<file path="config.mk">
export PLATFORM = sky130hd
export DESIGN_NAME = regs_wb_arbiter
export DESIGN_NICKNAME = d
export VERILOG_FILES = /design/src/rtl/regs_pkg.sv /design/src/rtl/rr_arbiter_ptr.sv /design/src/rtl/regs_wb_arbiter.sv
export SDC_FILE = /design/constraint.sdc
export NUM_CORES = 1
export LEC_CHECK = 0
export CAP_MARGIN = 0
export CELL_PAD_IN_SITES_DETAIL_PLACEMENT = 2
export CELL_PAD_IN_SITES_GLOBAL_PLACEMENT = 2
export CORE_MARGIN = 4
export CORE_UTILIZATION = 22
export DETAILED_ROUTE_END_ITERATION = 10
export PLACE_DENSITY = 0.82
export SYNTH_ARGS = -nofsm -noshare
export SYNTH_HDL_FRONTEND = slang
export SYNTH_SLANG_ARGS = --single-unit
</file>
<file path="constraint.sdc">
create_clock -name clk -period 3.3 [get_ports clk]
set_input_delay 0.66 -clock clk [delete_from_list [all_inputs] [get_ports clk]]
set_output_delay 0.66 -clock clk [all_outputs]
set_load 0.01 [all_outputs]
</file>
<file path="src/rtl/regs_pkg.sv">
// Shared register-file constants, the writeback request record and a one-hot helper
// used by the writeback arbiter and its scoreboard.
package regs_pkg;

  localparam int XLEN = 32;
  localparam int AW   = 5;
  localparam int NREG = 32;

  localparam logic [AW-1:0] REG_X0 = 5'd0;
  localparam logic [AW-1:0] REG_SP = 5'd2;

  typedef struct packed {
    logic            valid;
    logic [AW-1:0]   rd;
    logic [XLEN-1:0] data;
  } wb_req_t;

  // x0 is hard-wired zero, so it never maps to a scoreboard bit
  function automatic logic [NREG-1:0] reg_onehot(input logic [AW-1:0] r);
    return (r == REG_X0) ? '0 : (NREG'(1) << r);
  endfunction

endpackage

</file>
<file path="src/rtl/rr_arbiter_ptr.sv">
// Round-robin grant with a registered priority pointer; the search starts at the
// pointer and wraps, and the pointer moves to one past the granted requester.
module rr_arbiter_ptr #(
  parameter int NREQ = 3
) (
  input  logic                     clk,
  input  logic                     rst,
  input  logic [NREQ-1:0]          req_i,
  output logic [NREQ-1:0]          gnt_o,
  output logic                     gnt_valid_o,
  output logic [$clog2(NREQ)-1:0]  gnt_idx_o
);

  localparam int IW = $clog2(NREQ);

  logic [IW-1:0] ptr_q;
  logic [IW-1:0] ptr_d;
  logic [IW-1:0] idx;

  always_comb begin
    gnt_o       = '0;
    gnt_valid_o = 1'b0;
    gnt_idx_o   = '0;
    idx         = '0;
    for (int k = 0; k < NREQ; k++) begin
      idx = IW'((int'(ptr_q) + k) % NREQ);
      if (!gnt_valid_o && req_i[idx]) begin
        gnt_o[idx]  = 1'b1;
        gnt_valid_o = 1'b1;
        gnt_idx_o   = idx;
      end
    end
    // No grant may escape while reset is held, so nothing transfers that cycle
    if (rst) begin
      gnt_o       = '0;
      gnt_valid_o = 1'b0;
      gnt_idx_o   = '0;
    end
  end

  always_comb begin
    ptr_d = ptr_q;
    if (gnt_valid_o) begin
      ptr_d = (gnt_idx_o == IW'(NREQ - 1)) ? '0 : gnt_idx_o + IW'(1);
    end
  end

  always_ff @(posedge clk) begin
    if (rst) begin
      ptr_q <= '0;
    end else begin
      ptr_q <= ptr_d;
    end
  end

endmodule

</file>
<file path="src/rtl/regs_wb_arbiter.sv">
// Shares the register-file write port among NREQ writeback requesters and tracks
// outstanding writes per register. Define REGS_WB_FORWARD_EN to add commit forwarding.
module regs_wb_arbiter
  import regs_pkg::wb_req_t, regs_pkg::NREG, regs_pkg::REG_X0, regs_pkg::reg_onehot;
#(
  parameter int NREQ = 3,
  parameter int XLEN = 32,
  parameter int AW   = 5
) (
  input  logic                 clk,
  input  logic                 rst,
  input  logic [NREQ-1:0]      req_valid,
  input  logic [NREQ*AW-1:0]   req_rd,
  input  logic [NREQ*XLEN-1:0] req_data,
  output logic [NREQ-1:0]      req_ready,
  output logic                 RegWrite,
  output logic [AW-1:0]        writeReg,
  output logic [XLEN-1:0]      writeData_R,
  input  logic                 issue_valid,
  input  logic [AW-1:0]        issue_rd,
  input  logic [AW-1:0]        rs1,
  input  logic [AW-1:0]        rs2,
  output logic                 busy1,
  output logic                 busy2,
`ifdef REGS_WB_FORWARD_EN
  output logic                 fwd1_valid,
  output logic                 fwd2_valid,
  output logic [XLEN-1:0]      fwd1_data,
  output logic [XLEN-1:0]      fwd2_data,
`endif
  output logic [NREG-1:0]      pending
);

  localparam int PW = $clog2(NREQ);

  // The request record takes its field widths from regs_pkg
  wb_req_t         req_s [NREQ];
  wb_req_t         sel_s;
  logic            xfer;
  logic [PW-1:0]   gnt_idx;

  logic            we_q, we_d;
  logic [AW-1:0]   waddr_q, waddr_d;
  logic [XLEN-1:0] wdata_q, wdata_d;
  logic [NREG-1:0] pending_q, pending_d;
  logic [NREG-1:0] set_vec, clr_vec;

  generate
    for (genvar gi = 0; gi < NREQ; gi++) begin : g_unpack
      assign req_s[gi] = {req_valid[gi], req_rd[gi*AW +: AW], req_data[gi*XLEN +: XLEN]};
    end
  endgenerate

  rr_arbiter_ptr #(
    .NREQ (NREQ)
  ) u_arb (
    .clk         (clk),
    .rst         (rst),
    .req_i       (req_valid),
    .gnt_o       (req_ready),
    .gnt_valid_o (xfer),
    .gnt_idx_o   (gnt_idx)
  );

  assign sel_s = req_s[gnt_idx];

  always_comb begin
    we_d    = xfer && sel_s.valid && (sel_s.rd != REG_X0);
    waddr_d = xfer ? sel_s.rd : waddr_q;
    wdata_d = xfer ? sel_s.data : wdata_q;
    clr_vec = xfer ? reg_onehot(sel_s.rd) : '0;
    set_vec = issue_valid ? reg_onehot(issue_rd) : '0;
    // A newly issued writer outranks a retiring one on the same register
    pending_d = (pending_q & ~clr_vec) | set_vec;
  end

  always_ff @(posedge clk) begin
    if (rst) begin
      we_q      <= 1'b0;
      waddr_q   <= '0;
      wdata_q   <= '0;
      pending_q <= '0;
    end else begin
      we_q      <= we_d;
      waddr_q   <= waddr_d;
      wdata_q   <= wdata_d;
      pending_q <= pending_d;
    end
  end

  assign RegWrite    = we_q;
  assign writeReg    = waddr_q;
  assign writeData_R = wdata_q;
  assign pending     = pending_q;

`ifdef REGS_WB_FORWARD_EN
  // A write committing this cycle satisfies the reader without a stall
  assign fwd1_valid = we_q && (waddr_q == rs1) && (rs1 != REG_X0);
  assign fwd2_valid = we_q && (waddr_q == rs2) && (rs2 != REG_X0);
  assign fwd1_data  = wdata_q;
  assign fwd2_data  = wdata_q;
  assign busy1      = pending_q[rs1] && (rs1 != REG_X0) && !fwd1_valid;
  assign busy2      = pending_q[rs2] && (rs2 != REG_X0) && !fwd2_valid;
`else
  assign busy1 = pending_q[rs1] && (rs1 != REG_X0);
  assign busy2 = pending_q[rs2] && (rs2 != REG_X0);
`endif

endmodule

</file>
==> results.yml <==
synthesis:
  synth_cell_types: 49
  ys_seq_elements: 72
  synth_warnings: 0
  synth.avg_cell_area_um2: 7.726
  syn-instance-count: 572
  synth_area_mm2: 0.004419
  ys_seq_area_share_pct: 32.62
  synth_nets: 708
  async_reset_ff_share_pct: 0
  synth_edf_count: 0
  synth_ff_type: "dfxtp_1"
power:
  power_w: 0.004514
  switching_share_pct: 40.70
  power.density_mw_per_mm2: 620.1
  switchingPower_w: 0.001837
  power_frac_seq_pct: 26.4
  p_leak_nw: 2.653
  intPower_w: 0.002677
  irDropWorstVdd_uv: 240.9
  comb_power_share_pct: 52.1
  power_frac_clock_pct: 21.4
sta:
  slew-limit-headroom_pct: 48.58
  min_period_ns: 3.195
  fin_crit_sh_pct: 96.83
  worst_pin_slew_ns: 0.7714
  final_max_slew_viol_count: 0
  fin_skew_ns: 0.01377
  hold_viol: 0
  setup_violations: 0
  hold_slack_ns: 0.4673
  fmax_mhz: 312.9
global_route:
  gr-usage-all-layers_pct: 20.77
  grt_pass1_vias: 6364
  grt_antenna_before_repair: 0
  grt_overflow: 0
  grt_max_degree: 50
  grt_pass1_wl_um: 36340
placed_design:
  portBuffers: 206
  place_hpwl_um: 18080
  place.gp.congestion: 0.8403
setup_path:
  slowest_stage: "mux4_2"
  max_stage_delay_ns: 0.55
  worst_ep_required_time_ns: 2.64
  start_kind: "input port"
  cp_cell_sequence: "clkdlybuf4s15_2 -> buf_6 -> mux4_2 -> mux4_2 -> mux2_2 -> buf_2"
  crit_arrival_ns: 2.54
  cp_top_family: "multiplexers"
  path_class: "in2out"
  critPathBufInv: 3
  crit_top_cell: "mux4_2"
  cp-end-kind: "primary output"
  cp_max_fo: 6
cells_and_area:
  antenna_cells: 0
  drive_gt1_share_pct: 11.55
  nets: 910
  num-fill-cells: 2201
  area_growth_pct: 64.72
cts:
  cts_hold_buffers: 0
  cts_made_buffers: 9
  clk-insertion-delay-late_ns: 0.35
  cts_tree: "done"
  clkSinkCount: 72
  path_clk_slew_ns: 0.06
  cts_root_buffer: "clkbuf_16"
  h-tree-depth: 3
  clk_path_buf_depth: 2
outcome:
  status: "finished clean"
detailed_routing:
  drc: 0
  drt-pass1-iter-count: 4
  drtIter0Drc: 280
  vias: 5473
  wl_per_cell_um: 22.32
  ant_nets: 0
  routed_via_density: 5.242
  wl_um: 23300
die:
  start_util_pct: 22.56
  rows: 51
  dieHeight_um: 149.7
  die_width_um: 149.7
  num_io_pins: 207
  core_mm2: 0.01959
  die_area_mm2: 0.02242
hold_path:
  hold_class: "reg2reg"
job:
  max-cap-violations: 0
## path summary, 6_finish.rpt
check,start,cells past startpoint,end,slack (ns)
worst max-delay path,rs2[0],6,busy2,0.10
worst min-delay path,pending[0]$_SDFF_PP0_,1,pending[0]$_SDFF_PP0_,0.47
worst max register to register,u_arb.ptr_q[0]$_SDFFE_PP0P_,9,pending[4]$_SDFF_PP0_,0.32
worst min register to register,pending[0]$_SDFF_PP0_,1,pending[0]$_SDFF_PP0_,0.47
## cells in the mapped netlist, types with 2 or more instances
cell / instances / area [µm²]
a21oi_1: 45 / 225.2
o31ai_1: 3 / 22.52
a21o_1: 3 / 22.52
buf_2: 7 / 35.03
o22a_1: 8 / 70.07
nand2_1: 85 / 319.1
a221oi_1: 22 / 192.7
nor3_1: 44 / 220.2
clkbuf_1: 37 / 138.9
and2_1: 2 / 12.51
nand2b_1: 10 / 62.56
buf_1: 2 / 7.510
mux2_2: 4 / 45.04
dfxtp_1: 72 / 1441
a211oi_1: 19 / 142.6
nor2_1: 100 / 375.4
o22ai_1: 4 / 25.02
or2_2: 2 / 12.51
or3_1: 2 / 12.51
mux2i_1: 4 / 40.04
mux4_2: 18 / 405.4
nor3b_1: 3 / 22.52
o21ai_0: 12 / 60.06
inv_1: 6 / 22.52
a22oi_1: 2 / 15.01
o211ai_1: 2 / 15.01
o21bai_1: 8 / 60.06
nor2b_1: 5 / 31.28
o311ai_0: 2 / 17.52
nand3_1: 4 / 20.02
ha_1: 4 / 50.05
a311oi_1: 14 / 122.6
## power groups by stage
stage               registers (W)  clock network (W)  logic, W
global route              0.00122            0.00103   0.00259
finish                    0.00119           0.000966   0.00235
floorplan                 0.00125                  0   0.00113
global placement          0.00119                  0   0.00217
detailed placement        0.00120                  0   0.00228
CTS                       0.00119           0.000997   0.00234
## timing repair
item | in CTS | in global routing
gates cloned | 1 | 0
setup endpoints to repair | 5 | 14
setup buffers | 0 | 3
resized for setup | 23 | 10
pin swaps | 0 | 1
## per-layer routing
| layer | part of all wire [%] | track usage (%) | up-vias |
|---|---|---|---|
| met5 | 0 | 0 | - |
| met4 | 3.0 | 7.960 | 0 |
| met3 | 8.9 | 7.238 | 39 |
| met2 | 50 | 37.69 | 233 |
| met1 | 39 | 22.08 | 2701 |
| li1 | - | - | 2500 |
## logic make-up after synthesis
logic type,count (synthesis),synth area share (%)
buffers and inverters,53,4.728
adder cells (fa/ha/maj),4,1.133
AO/OA/AOI/OAI,154,24.63
flip-flops,72,32.62
AND/OR/NAND/NOR,263,25.79
multiplexers,26,11.10
## stage by stage
step                      area (µm²)  setup TNS (ns)  utilization, %  std cells  setup slack [ns]
after floorplan                 4419               0               -        572            0.2753
after global placement          6893         -0.9787           35.19       1024           -0.3899
after detailed placement        6893          -3.523           35.19       1024           -0.6126
after CTS                       7234               0           36.93       1041          0.003605
after global routing            7279        -0.01071           37.16       1044          -0.01071
final                           7279               0           37.16       1044            0.1045
## registers in the layout, indices dropped and copies added, names as in the netlist
name	cells
RegWrite	1
pending	32
u_arb.ptr_q	2
writeData_R	32
writeReg	5
## final cells by class
type                       instances  area, µm²  share of cell area [%]
clock inverter                     5      40.04                  0.5500
tap                              265      331.6                   4.555
inverter                           6      22.52                  0.3094
clock buffer                      11      242.7                   3.334
sequential                        72       1444                   19.83
multi-input combinational        447       2824                   38.79
timing repair buffer             238       2375                   32.62
## cell usage in the layout, fill, tap and decap left out, types with 10 or more instances in the layout
| cell | instances |
|---|---|
| a211oi_1 | 19 |
| a21oi_1 | 44 |
| a221oi_1 | 22 |
| a311oi_1 | 14 |
| buf_4 | 26 |
| clkdlybuf4s50_1 | 195 |
| dfxtp_1 | 70 |
| mux4_2 | 18 |
| nand2_1 | 85 |
| nor2_1 | 100 |
| nor3_1 | 43 |
| o21ai_0 | 10 |
Power figures use the tool's default switching activity.
